--- src/rtl/mem_access_unit.sv ---
// Load/store front end: byte/half/word requests to a word-addressed data_memory,
// with read-modify-write for sub-word stores. Optional macro: MISALIGN_TRAP_EN.
module mem_access_unit #(
  parameter int ADDR_WIDTH = 32,
  parameter int DATA_WIDTH = 32
) (
  input  logic                  clock_in,
  input  logic                  reset,
  input  logic                  req_valid,
  output logic                  req_ready,
  input  logic                  req_write,
  input  logic [1:0]            req_size,
  input  logic                  req_signed,
  input  logic [ADDR_WIDTH-1:0] req_addr,
  input  logic [DATA_WIDTH-1:0] req_wdata,
  output logic                  resp_valid,
  output logic [DATA_WIDTH-1:0] resp_rdata,
  output logic                  resp_error,
  output logic [ADDR_WIDTH-1:0] mem_address,
  output logic [DATA_WIDTH-1:0] mem_writeData,
  output logic                  mem_memWrite,
  output logic                  mem_memRead,
  input  logic [DATA_WIDTH-1:0] mem_readData
);

  typedef enum logic [2:0] {IDLE, READ, CAPT, WRITE, RESP} state_e;

  state_e                  state_q, state_d;
  logic [1:0]              lane_q, lane_d;
  logic [1:0]              size_q, size_d;
  logic                    signed_q, signed_d;
  logic                    write_q, write_d;
  logic [15:0]             wdata_q, wdata_d;
  logic                    resp_valid_q, resp_valid_d;
  logic [DATA_WIDTH-1:0]   resp_rdata_q, resp_rdata_d;
  logic                    resp_error_q, resp_error_d;
  logic [ADDR_WIDTH-1:0]   mem_address_q, mem_address_d;
  logic [DATA_WIDTH-1:0]   mem_wdata_q, mem_wdata_d;
  logic                    mem_we_q, mem_we_d;
  logic                    mem_re_q, mem_re_d;

  logic [ADDR_WIDTH-1:0]   addr_eff;
  logic                    misaligned;

  // Lane shift to bit 0, then extend; word accesses bypass the lane logic.
  function automatic logic [DATA_WIDTH-1:0] load_extract(
    input logic [DATA_WIDTH-1:0] word, input logic [1:0] size,
    input logic [1:0] lane, input logic sgn);
    logic [DATA_WIDTH-1:0] sh;
    sh = word >> {lane, 3'b000};
    if (size[1]) return word;
    if (size[0]) return {{16{sgn & sh[15]}}, sh[15:0]};
    return {{24{sgn & sh[7]}}, sh[7:0]};
  endfunction

  function automatic logic [DATA_WIDTH-1:0] store_merge(
    input logic [DATA_WIDTH-1:0] word, input logic [1:0] size,
    input logic [1:0] lane, input logic [15:0] wdata);
    logic [DATA_WIDTH-1:0] mask, ins;
    mask = size[0] ? 32'h0000_FFFF : 32'h0000_00FF;
    ins  = {16'h0000, wdata} & mask;
    return (word & ~(mask << {lane, 3'b000})) | (ins << {lane, 3'b000});
  endfunction

  always_comb begin
    addr_eff = req_addr;
`ifdef MISALIGN_TRAP_EN
    misaligned = (req_size[1] && (req_addr[1:0] != 2'b00)) ||
                 (req_size == 2'b01 && req_addr[0]);
`else
    misaligned = 1'b0;
    if (req_size[1])      addr_eff[1:0] = 2'b00;
    else if (req_size[0]) addr_eff[0]   = 1'b0;
`endif
  end

  // NOTE: every _d gets a default hold/clear first, so no path leaves a latch.
  always_comb begin
    state_d       = state_q;
    lane_d        = lane_q;
    size_d        = size_q;
    signed_d      = signed_q;
    write_d       = write_q;
    wdata_d       = wdata_q;
    mem_address_d = mem_address_q;
    mem_wdata_d   = mem_wdata_q;
    mem_we_d      = 1'b0;
    mem_re_d      = 1'b0;
    resp_rdata_d  = '0;
    resp_error_d  = 1'b0;

    case (state_q)
      IDLE: if (req_valid) begin
        lane_d        = addr_eff[1:0];
        size_d        = req_size;
        signed_d      = req_signed;
        write_d       = req_write;
        wdata_d       = req_wdata[15:0];
        mem_address_d = addr_eff >> 2;
        if (misaligned) begin
          state_d      = RESP;
          resp_error_d = 1'b1;
        end else if (req_write && req_size[1]) begin
          state_d     = WRITE;
          mem_we_d    = 1'b1;
          mem_wdata_d = req_wdata;
        end else begin
          state_d  = READ;
          mem_re_d = 1'b1;
        end
      end
      READ: state_d = CAPT;
      CAPT: if (write_q) begin
        state_d     = WRITE;
        mem_we_d    = 1'b1;
        mem_wdata_d = store_merge(mem_readData, size_q, lane_q, wdata_q);
      end else begin
        state_d      = RESP;
        resp_rdata_d = load_extract(mem_readData, size_q, lane_q, signed_q);
      end
      WRITE:   state_d = RESP;
      RESP:    state_d = IDLE;
      default: state_d = IDLE;
    endcase

    resp_valid_d = (state_d == RESP);
  end

  // NOTE: sequential state uses non-blocking assignments so all flops update together.
  always_ff @(posedge clock_in or negedge reset) begin
    if (!reset) begin
      state_q       <= IDLE;
      lane_q        <= '0;
      size_q        <= '0;
      signed_q      <= 1'b0;
      write_q       <= 1'b0;
      wdata_q       <= '0;
      resp_valid_q  <= 1'b0;
      resp_rdata_q  <= '0;
      resp_error_q  <= 1'b0;
      mem_address_q <= '0;
      mem_wdata_q   <= '0;
      mem_we_q      <= 1'b0;
      mem_re_q      <= 1'b0;
    end else begin
      state_q       <= state_d;
      lane_q        <= lane_d;
      size_q        <= size_d;
      signed_q      <= signed_d;
      write_q       <= write_d;
      wdata_q       <= wdata_d;
      resp_valid_q  <= resp_valid_d;
      resp_rdata_q  <= resp_rdata_d;
      resp_error_q  <= resp_error_d;
      mem_address_q <= mem_address_d;
      mem_wdata_q   <= mem_wdata_d;
      mem_we_q      <= mem_we_d;
      mem_re_q      <= mem_re_d;
    end
  end

  assign req_ready     = (state_q == IDLE);
  assign resp_valid    = resp_valid_q;
  assign resp_rdata    = resp_rdata_q;
  assign resp_error    = resp_error_q;
  assign mem_address   = mem_address_q;
  assign mem_writeData = mem_wdata_q;
  assign mem_memWrite  = mem_we_q;
  assign mem_memRead   = mem_re_q;

endmodule

--- config.mk ---
export PLATFORM = sky130hd
export DESIGN_NAME = mem_access_unit
export DESIGN_NICKNAME = d
export VERILOG_FILES = /design/src/rtl/mem_access_unit.sv
export SDC_FILE = /design/constraint.sdc
export NUM_CORES = 1
export LEC_CHECK = 0
export CORE_MARGIN = 2
export CORE_UTILIZATION = 41
export DETAILED_ROUTE_END_ITERATION = 12
export PLACE_DENSITY_LB_ADDON = 0.3
export SLEW_MARGIN = 10
export SYNTH_ARGS = -nofsm -noshare
export SYNTH_HDL_FRONTEND = slang
export SYNTH_SLANG_ARGS = --single-unit
--- constraint.sdc ---
create_clock -name clock_in -period 1.75 [get_ports clock_in]
set_clock_uncertainty 0.15 [all_clocks]
set_input_delay 0.525 -clock clock_in [delete_from_list [all_inputs] [get_ports clock_in]]
set_output_delay 0.525 -clock clock_in [all_outputs]
set_load 0.05 [all_outputs]
==> metrics.md <==
| Metric | Value |
|---|---|
| Vias per inst | 5.79 |
| Total grt overflow | 0 |
| H-tree levels | 4 |
| Post-layout min period | 2120 ps |
| Crit path required time | 1070 ps |
| Rel. slew slack | 60.9% |
| Cells after Synth | 627 |
| R2R setup slack | -340 ps |
| Utilization after layout | 81.9% |
| P per Cell Area | 2060 nW/um2 |
| Crit. Startpoint | state_q[2] |
| Die height | 122 um |
| Synthesis-to-layout area growth | 93.0% |
| Status | complete, but fails checks |
| Final nets | 1,009 |
| Slowest stage delay, CP | 390 ps |
| Port bufs | 200 |
| DRC Markers | 0 |
| Die footprint | 14,800 um2 |
| Routed len/inst | 23.0 um |
| Least-Margin Pin Slew | 586 ps |
| Placed cell area | 9380 um2 |
| Max-Cap Viols | 0 |
| Aggregate global-route resource usage | 31.3% |
| Failing checks | negative setup slack |
| Setup Viol. Count Final | 101 |
| Chip Width | 122 um |
| Commonest non-fill, non-tap cell in the layout | dfrtp_1 |
| Vias in the first global route | 6,223 |
| Slowest stage cell, crit path | dfrtp_1 |
| Hold slack | 360 ps |
| Final WL | 25,100 um |
| CP most frequent cell | buf_6 |
| CTS Sinks | 122 |
| Post-route ant nets | 0 |
| Ports | 204 |
| Post-DP HPWL | 15,800 um |
| #FFs+latches synth | 122 |
| Met1 Usage GRT | 38.2% |
| CP Launch Type | flip-flop |
| Synthesized area per cell | 9.04 um2 |
| Core ar. | 13,300 um2 |
| Most used DFF post-synth | dfrtp_1 |
| Initial antenna violation count | 0 |
| FF-to-FF Start | state_q[2] |
| Grt met2 use | 53.5% |
| Pin count of the biggest net entering global routing | 44 |
| First-pass GRT wire length | 34,600 um |
| Hold Path Class | flip-flop to flip-flop |
| FMAX | 471 MHz |
| Routability Congestion | 0.903 |
| Share of cells above drive strength 1 | 38.3% |
| Area of the multi-input gates | 2890 um2 |
| Final instance area | 10,900 um2 |
| Worst skew pair latency | 420 ps |
| CTS tree | built |
| Row count | 42 |
| Vias | 6,320 |
| Filler cell count | 742 |
| Number of synthesized flops with an enable pin | 0 |
| Critical path cell sequence | buf_6, nor3_4, buf_6, buf_12 |
| Worst setup path end | req_ready |
| Place WS | -609 ps |
| CTS root buffer | clkbuf_16 |
| M3 GR Usage | 8.01% |
| CTS Buffer Depth | 2 |
| Final Hold Fails | 0 |
| Worst-path fanout max | 3 |
| P_leak | 5.07 nW |
| Starting Density | 42.4% |
| RSZ-0062 raised after global routing | yes |
| Clock transition at path regs | 60 ps |
| Yosys warnings | 0 |
| Reg area | 3050 um2 |
| Fraction of registers with async set/reset | 100% |
| TritonCTS Buffers | 17 |
| Drt first pass iters | 8 |
| Most frequent cells in the layout | dfrtp_1 (121), buf_12 (112), clkdlybuf4s50_1 (99), nand2_1 (98), buf_4 (70) |
| Grt peak-use layer | met2 |
| Unique masters post-synth | 42 |
| VDD IR max | 1.52 mV |
| Final Total Pwr | 22.5 mW |
| Final period util | 121% |
| Max Slew Vio Count | 0 |
| R2r endpoint | mem_writeData[31] |
| Final WS setup | -371 ps |
| CP Class | flip-flop to output port |
| Worst EP arrival | 1450 ps |
| Sequential share of the synthesized area | 53.9% |
| Setup crit end kind | output port |
| 1st-iter DRT viols | 757 |
| Mapped cell area | 5670 um2 |
| Worst r2r path cells | 7 |
## worst min-delay path by stage
stage,from,end,cells after the start
CTS,wdata_q[8],wdata_q[8],2
detailed placement,reset,mem_writeData[16],1
global route,reset,mem_writeData[3],2
finish,wdata_q[8],wdata_q[8],2
floorplan,reset,lane_q[0],0
global placement,reset,mem_writeData[16],1
## state kept, by name (all words and copies together), names as in the netlist, 2 cells and up
signal         cells
resp_rdata        32
size_q             2
lane_q             2
wdata_q           16
mem_writeData     32
state_q            3
mem_address       30
## logic make-up after synthesis
logic type	after synthesis	share of synthesized area (%)
compound gates	179	21.0
mux	4	0.707
buf+inv	54	4.55
simple gates	267	19.8
other cells	1	0.0662
flops	122	53.9
## metrics by stage
step                      setup TNS, ps  cells
after floorplan                   -1780    629
after global placement           -49710   1033
after detailed placement         -53600   1033
after CTS                        -11490   1081
after global routing             -23950   1091
final                            -18710   1092
## final cells by class
type / count / area share (%)
well taps: 176 / 2.01
clock buffers: 24 / 4.22
repair buffers: 308 / 38.4
clock inverters: 4 / 0.641
flip-flops and latches: 122 / 27.9
multi-input cells: 453 / 26.5
diodes: 1 / 0.0229
inverters: 4 / 0.252
## metal layers
| layer | routed length [um] | up-vias |
|---|---|---|
| met4 | 1020 | 0 |
| met5 | 0 | - |
| met3 | 2510 | 85 |
| met2 | 12500 | 446 |
| li1 | - | 2752 |
| met1 | 9090 | 3037 |
## critical path, delay by kind of cell (launching register included)
| kind | cells | cell delay, ps |
|---|---|---|
| flops | 1 | 390 |
| simple gates | 1 | 240 |
| buf+inv | 3 | 400 |
## Yosys cell counts (3+ instances only)
cell | count | area share [%]
nand2_1 | 182 | 12
dfrtp_1 | 122 | 54
o21ai_0 | 77 | 6.8
nor2_1 | 49 | 3.2
clkbuf_1 | 27 | 1.8
a22o_1 | 16 | 2.5
a21oi_1 | 15 | 1.3
buf_2 | 14 | 1.2
o21ai_1 | 14 | 1.2
a221o_1 | 13 | 2.3
nand2b_1 | 9 | 0.99
nand3_1 | 9 | 0.79
a21o_1 | 8 | 1.1
a222oi_1 | 8 | 1.4
a311oi_1 | 8 | 1.2
a31oi_1 | 8 | 0.88
a221oi_1 | 5 | 0.77
buf_4 | 4 | 0.53
mux2i_1 | 4 | 0.71
nor2b_1 | 4 | 0.44
a22oi_1 | 3 | 0.40
buf_6 | 3 | 0.60
inv_1 | 3 | 0.20
## timing repair
item / CTS / global route
gates resized for setup: 50 / 161
setup buffers: 12 / 9
hold endpoints to repair: 13 / 0
endpoints found under the setup margin: 112 / 119
gates cloned: 7 / 5
pin swaps: 2 / 46
hold buffers: 1 / 0
## where the power goes
group          switching [mW]  internal, mW
Sequential               1.37          3.97
Combinational            7.49          6.45
Clock                    1.19          2.09
Total                    10.0          12.5
(Power assumes the default switching activity.)
